==> src/rtl/sanduba_input_ctrl.sv <==
// Input conditioning, coin queue and request issue stage for the sandwich vending FSM.
// Optional statistics counters are enabled with `define SANDUBA_INPUT_STATS_EN.
module sanduba_input_ctrl #(
    parameter int SYNC_STAGES      = 2,
    parameter int DEBOUNCE_CYCLES  = 4,
    parameter int COIN_QUEUE_DEPTH = 3,
    parameter int BUSY_TIMEOUT     = 4
) (
    input  logic       clock,
    input  logic       reset,
    input  logic       raw_coin,
    input  logic       raw_green,
    input  logic       raw_atum,
    input  logic       raw_bacon,
    input  logic       raw_dev,
    input  logic       busy,
    output logic       m100,
    output logic       dev,
    output logic       r_green,
    output logic       r_atum,
    output logic       r_bacon,
    output logic       coin_reject,
    output logic       timeout_err
`ifdef SANDUBA_INPUT_STATS_EN
    ,
    output logic [7:0] coins_accepted,
    output logic [7:0] coins_rejected
`endif
);

    localparam int NIN       = 5;
    localparam int IDX_COIN  = 0;
    localparam int IDX_DEV   = 1;
    localparam int CW        = $clog2(COIN_QUEUE_DEPTH + 1);
    localparam int TW        = $clog2(BUSY_TIMEOUT + 1);

    typedef enum logic [1:0] {
        IDLE    = 2'd0,
        ISSUE   = 2'd1,
        WAIT_HI = 2'd2,
        WAIT_LO = 2'd3
    } state_t;

    logic [NIN-1:0] raw_s;
    logic [NIN-1:0] ev_s;

    assign raw_s = {raw_bacon, raw_atum, raw_green, raw_dev, raw_coin};

    for (genvar g = 0; g < NIN; g++) begin : g_cond
        logic [SYNC_STAGES-1:0] sync_r;
        logic [7:0]             db_cnt_r;
        logic                   deb_r;
        logic                   toggle_s;

        // Synchroniser chain; the oldest sample sits in the top bit.
        always_ff @(posedge clock or negedge reset) begin
            if (!reset) begin
                sync_r <= '0;
            end else begin
                sync_r <= {sync_r[SYNC_STAGES-2:0], raw_s[g]};
            end
        end

        assign toggle_s = (sync_r[SYNC_STAGES-1] != deb_r) &&
                          (db_cnt_r == 8'(DEBOUNCE_CYCLES - 1));
        // The event fires combinationally so the queue sees it on the toggle edge.
        assign ev_s[g]  = toggle_s & sync_r[SYNC_STAGES-1];

        // Debounce: count consecutive samples that disagree with the held level.
        always_ff @(posedge clock or negedge reset) begin
            if (!reset) begin
                deb_r    <= 1'b0;
                db_cnt_r <= 8'd0;
            end else if (sync_r[SYNC_STAGES-1] == deb_r) begin
                db_cnt_r <= 8'd0;
            end else if (toggle_s) begin
                deb_r    <= sync_r[SYNC_STAGES-1];
                db_cnt_r <= 8'd0;
            end else begin
                db_cnt_r <= db_cnt_r + 8'd1;
            end
        end
    end

    state_t         state_r, state_s;
    logic [TW-1:0]  tmr_r, tmr_s;
    logic [CW-1:0]  coin_cnt_r, coin_cnt_s;
    logic           pend_dev_r, pend_dev_s;
    logic [2:0]     pend_sand_r, pend_sand_s;   // {bacon, atum, green}
    logic           issue_coin_s, issue_dev_s;
    logic [2:0]     issue_sand_s;
    logic           timeout_s, reject_s, any_pend_s;
    logic           m100_r, dev_r, coin_reject_r, timeout_err_r;
    logic [2:0]     sand_r;

    // Issue FSM: choose one request by priority coin > dev > sandwiches.
    always_comb begin
        state_s      = state_r;
        tmr_s        = tmr_r;
        issue_coin_s = 1'b0;
        issue_dev_s  = 1'b0;
        issue_sand_s = 3'b000;
        timeout_s    = 1'b0;
        any_pend_s   = (coin_cnt_r != '0) || pend_dev_r || (pend_sand_r != 3'b000);
        case (state_r)
            IDLE: begin
                if (!busy && any_pend_s) begin
                    state_s = ISSUE;
                    if (coin_cnt_r != '0) begin
                        issue_coin_s = 1'b1;
                    end else if (pend_dev_r) begin
                        issue_dev_s = 1'b1;
                    end else begin
                        issue_sand_s = pend_sand_r;
                    end
                end else begin
                    state_s = IDLE;
                end
            end
            ISSUE: begin
                state_s = WAIT_HI;
                tmr_s   = '0;
            end
            WAIT_HI: begin
                if (busy) begin
                    state_s = WAIT_LO;
                end else if (tmr_r == TW'(BUSY_TIMEOUT - 1)) begin
                    timeout_s = 1'b1;
                    state_s   = IDLE;
                end else begin
                    tmr_s = tmr_r + TW'(1);
                end
            end
            WAIT_LO: begin
                if (!busy) begin
                    state_s = IDLE;
                end else begin
                    state_s = WAIT_LO;
                end
            end
            default: begin
                state_s = IDLE;
            end
        endcase
    end

    // Coin queue and button latches; a simultaneous event and issue leaves the count as is.
    always_comb begin
        coin_cnt_s = coin_cnt_r;
        reject_s   = 1'b0;
        if (ev_s[IDX_COIN] && !issue_coin_s) begin
            if (coin_cnt_r == CW'(COIN_QUEUE_DEPTH)) begin
                reject_s = 1'b1;
            end else begin
                coin_cnt_s = coin_cnt_r + CW'(1);
            end
        end else if (!ev_s[IDX_COIN] && issue_coin_s) begin
            coin_cnt_s = coin_cnt_r - CW'(1);
        end else begin
            coin_cnt_s = coin_cnt_r;
        end
        pend_dev_s = (pend_dev_r & ~issue_dev_s) | ev_s[IDX_DEV];
        if (ev_s[IDX_DEV]) begin
            pend_sand_s = 3'b000;
        end else begin
            pend_sand_s = (pend_sand_r & ~issue_sand_s) | ev_s[4:2];
        end
    end

    // State, queue and registered request outputs.
    always_ff @(posedge clock or negedge reset) begin
        if (!reset) begin
            state_r       <= IDLE;
            tmr_r         <= '0;
            coin_cnt_r    <= '0;
            pend_dev_r    <= 1'b0;
            pend_sand_r   <= 3'b000;
            m100_r        <= 1'b0;
            dev_r         <= 1'b0;
            sand_r        <= 3'b000;
            coin_reject_r <= 1'b0;
            timeout_err_r <= 1'b0;
        end else begin
            state_r       <= state_s;
            tmr_r         <= tmr_s;
            coin_cnt_r    <= coin_cnt_s;
            pend_dev_r    <= pend_dev_s;
            pend_sand_r   <= pend_sand_s;
            m100_r        <= issue_coin_s;
            dev_r         <= issue_dev_s;
            sand_r        <= issue_sand_s;
            coin_reject_r <= reject_s;
            timeout_err_r <= timeout_err_r | timeout_s;
        end
    end

    assign m100        = m100_r;
    assign dev         = dev_r;
    assign r_green     = sand_r[0];
    assign r_atum      = sand_r[1];
    assign r_bacon     = sand_r[2];
    assign coin_reject = coin_reject_r;
    assign timeout_err = timeout_err_r;

`ifdef SANDUBA_INPUT_STATS_EN
    logic [7:0] acc_r, rej_r;

    // Saturating coin statistics.
    always_ff @(posedge clock or negedge reset) begin
        if (!reset) begin
            acc_r <= 8'd0;
            rej_r <= 8'd0;
        end else begin
            if (issue_coin_s && (acc_r != 8'hFF)) begin
                acc_r <= acc_r + 8'd1;
            end else begin
                acc_r <= acc_r;
            end
            if (reject_s && (rej_r != 8'hFF)) begin
                rej_r <= rej_r + 8'd1;
            end else begin
                rej_r <= rej_r;
            end
        end
    end

    assign coins_accepted = acc_r;
    assign coins_rejected = rej_r;
`endif

endmodule
==> config.mk <==
export PLATFORM = sky130hd
export DESIGN_NAME = sanduba_input_ctrl
export DESIGN_NICKNAME = d
export VERILOG_FILES = /design/src/rtl/sanduba_input_ctrl.sv
export SDC_FILE = /design/constraint.sdc
export NUM_CORES = 1
export LEC_CHECK = 0
export ABC_CLOCK_PERIOD_IN_PS = 2000
export BUFFER_PORTS_ARGS = -buffer_cell sky130_fd_sc_hd__buf_2
export CORE_ASPECT_RATIO = 0.75
export CORE_MARGIN = 10
export CORE_UTILIZATION = 41
export DETAILED_ROUTE_END_ITERATION = 16
export SYNTH_ARGS = -nofsm -noshare
export SYNTH_HDL_FRONTEND = slang
export SYNTH_SLANG_ARGS = --single-unit
==> constraint.sdc <==
create_clock -name clock -period 2 [get_ports clock]
set_input_delay 0.6 -clock clock [delete_from_list [all_inputs] [get_ports clock]]
set_output_delay 0.6 -clock clock [all_outputs]
set_load 0.1 [all_outputs]
==> results.md <==
- Status: complete, no violations
- Largest cells by area after synthesis: dfrtp_1, xor2_1, nor2_1
- Placed wire-length estimate: 3640 um
- Post-synth EDFFs: 0
- Power Density: 1170 nW/um^2
- Synth cell count leaders: dfrtp_1, nor2_1, xor2_1, nand3_1
- Max FO, Critical Path: 8
- Clock slew at reported path FFs: 0.07 ns
- Post-Syn Area per Cell: 11.2 um^2
- Netlist cell types: 42
- Worst Hold Slack: 0.105 ns
- Total gr overflow: 0
- IO buf count: 14
- Post-route ant nets: 0
- Starting DRT DRC Count: 73
- RSZ-0062 raised after global routing: no
- Final WS setup: 0.223 ns
- CP arrival: approximately 2.0 ns
- Slew Limit Fails: 0
- Core area: roughly 7400 um^2
- I/O Pins: 15
- Critical path, cell by cell: or4_4 -> nor4b_4 -> nand2b_1 -> buf_4 -> nor2_2
- Rel. slew slack: between 60% and 70%
- GPL Wtd Cong: 0.785
- Slew @ Worst Pin: about 0.5 ns
- Area of the mapped netlist: roughly 3100 um^2
- Setup TNS: 0 ns
- Clock Skew: approximately 0.008 ns
- Vias per cell: 4.82
- Final wirelength: roughly 5100 um
- Ys flop type: dfrtp_1
- Std cell rows: 27
- CP Class: flip-flop to flip-flop
- Startpoint types: flip-flop
- Layout area overhead: 14.4%
- Min Tclk post-route: roughly 1.8 ns
- Mapped Nets: slightly below 300
- Yosys top cell area share: 58.0%
- Hold Vio Cnt, Final: 0
- FILL cells: 680
- Lkg Pwr: 1.72 nW
- DRC viols: 0
- Vias in the first global route: 2024
- Asr flop ratio synth: 100%
- Initial antenna violation count: 0
- H-tree levels: 3
- PostCTS Resize Cnt: 0
- Peak Freq: 563 MHz
- Clk sinks: 73
- Period utilization: 88.9%
- Final setup viols: 0
- Crit path largest cell delay: between 0.5 and 0.6 ns
- TritonCTS buffer count: 9
- Initial Util: 42.6%
- Clock tree buffer depth: 2
- Layout cells sized above 1: 17.3%
- Hold buffer count at cts: 0
- VDD IR-drop max: 0.631 mV
- Slowest stage cell on the critical path: or4_4
- Chip height: 95.9 um
- Setup slack at placement: 0.170 ns
- DR WL met3: 165 um
- Max Used Layer: met4
- Top-count cell post-synth: dfrtp_1
- Hold Crit Class: input pin to async pin
- Antenna fix cells: 0
- Largest net degree at the start of global routing: 38
- Met2 wire len: 2160 um
- Die ar.: 11600 um^2
- Worst Setup End Kind: flip-flop
- Synthesis Warnings: 0
- NumNets Final: 323
- Postcts setup bufs: 0
- Required time of the critical path: 2.22 ns
- Total of max-cap violations: 0
- Die W: 121 um
- GRT Total Usage: 9.99%
- Via count: 1994
- Drt pass-1 iters: 4
- Register area share after synthesis: 58.0%
- CTS tree: built
- Synth Instances: 280
- WL/cell: approximately 12 um
- Metal1 wirelength: 2740 um
- Clk_lat worst skew: between 0.3 and 0.4 ns
- Root buffer cell: clkbuf_8
- Flops & latches, synth: 73
- Post-synth top area cell: dfrtp_1
- First-pass GRT wire length: 9380 um
[metrics by stage]
step	util, %	cells	area [um^2]	power [mW]
after floorplan	-	280	3150	2.82
after global placement	45.8	398	3390	3.06
after detailed placement	45.8	398	3390	3.09
after CTS	48.6	414	3600	4.28
after global routing	48.7	414	3600	4.53
final	48.7	414	3600	4.21
[flip-flops by register name (all words and copies together) (netlist names)]
name,flops
pend_dev_r,1
coin_reject,1
dev,1
tmr_r,3
timeout_err,1
g_cond.sync_r,10
coin_cnt_r,2
pend_sand_r,3
m100,1
g_cond.deb_r,5
sand_r,3
g_cond.db_cnt_r,40
state_r,2
[power by group]
| group | switching [mW] | total (mW) | internal, mW |
|---|---|---|---|
| Combinational | 0.603 | 1.00 | 0.401 |
| Clock | 0.523 | 1.17 | 0.645 |
| Sequential | 0.293 | 2.04 | 1.75 |
| Total | 1.42 | 4.21 | 2.79 |
[logic make-up after synthesis]
kind of cell	Yosys count	synth area share [%]
fa+ha+maj	7	2.78
mux	5	1.71
simple gates	130	21.7
compound gates	19	4.33
xor+xnor	36	10.0
flops	73	58.0
buf+inv	10	1.47
[routing by layer]
metal	vias to the layer above	global-route usage (%)
li1	1013	-
met1	958	13.4
met2	19	14.2
met3	4	4.04
met4	0	3.66
met5	-	0
[path summary, 6_finish.rpt]
path	startpoint	to	slack [ns]	cells past startpoint
max in group asynchronous	reset	g_cond[0].db_cnt_r[3]	1.34	2
worst max register to register	g_cond[3].db_cnt_r[5]	g_cond[3].db_cnt_r[6]	0.22	5
worst min-delay path	reset	g_cond[1].db_cnt_r[4]	0.10	1
worst min register to register	g_cond[0].sync_r[0]	g_cond[0].sync_r[1]	0.35	0
min in group clock	g_cond[0].sync_r[0]	g_cond[0].sync_r[1]	0.35	0
worst max-delay path	g_cond[3].db_cnt_r[5]	g_cond[3].db_cnt_r[6]	0.22	5
[worst max-delay path: cells and delay by family (launching register included)]
kind	cells	cell delay, ns
buf+inv	1	0.18
flops	1	0.42
simple gates	4	1.07
[cell type report]
| cell class | count | area, um^2 | area share [%] |
|---|---|---|---|
| sequential | 73 | 1830 | 50.7 |
| multi-input combinational | 197 | 1280 | 35.5 |
| clock buffer | 12 | 155 | 4.31 |
| timing repair buffer | 22 | 145 | 4.03 |
| tap | 101 | 126 | 3.51 |
| clock inverter | 4 | 51.3 | 1.42 |
| inverter | 5 | 18.8 | 0.521 |
[layout by cell type, fill, tap and decap left out, types with 2 or more instances in the layout]
master,instances
nor2b_1,3
and3_1,14
ha_1,7
xnor2_1,6
nor2_2,8
mux2i_1,2
nor2_1,41
a21o_1,2
nand2b_1,2
mux2_2,3
a21oi_1,2
inv_1,5
xor2_1,30
a32oi_1,2
o21ai_0,5
dfrtp_1,73
and2_1,3
nor3_1,3
clkbuf_8,11
nand2_1,14
nand3_1,27
nor4_1,4
buf_4,8
buf_2,13
Note: power is estimated with default switching activity, not from simulation.
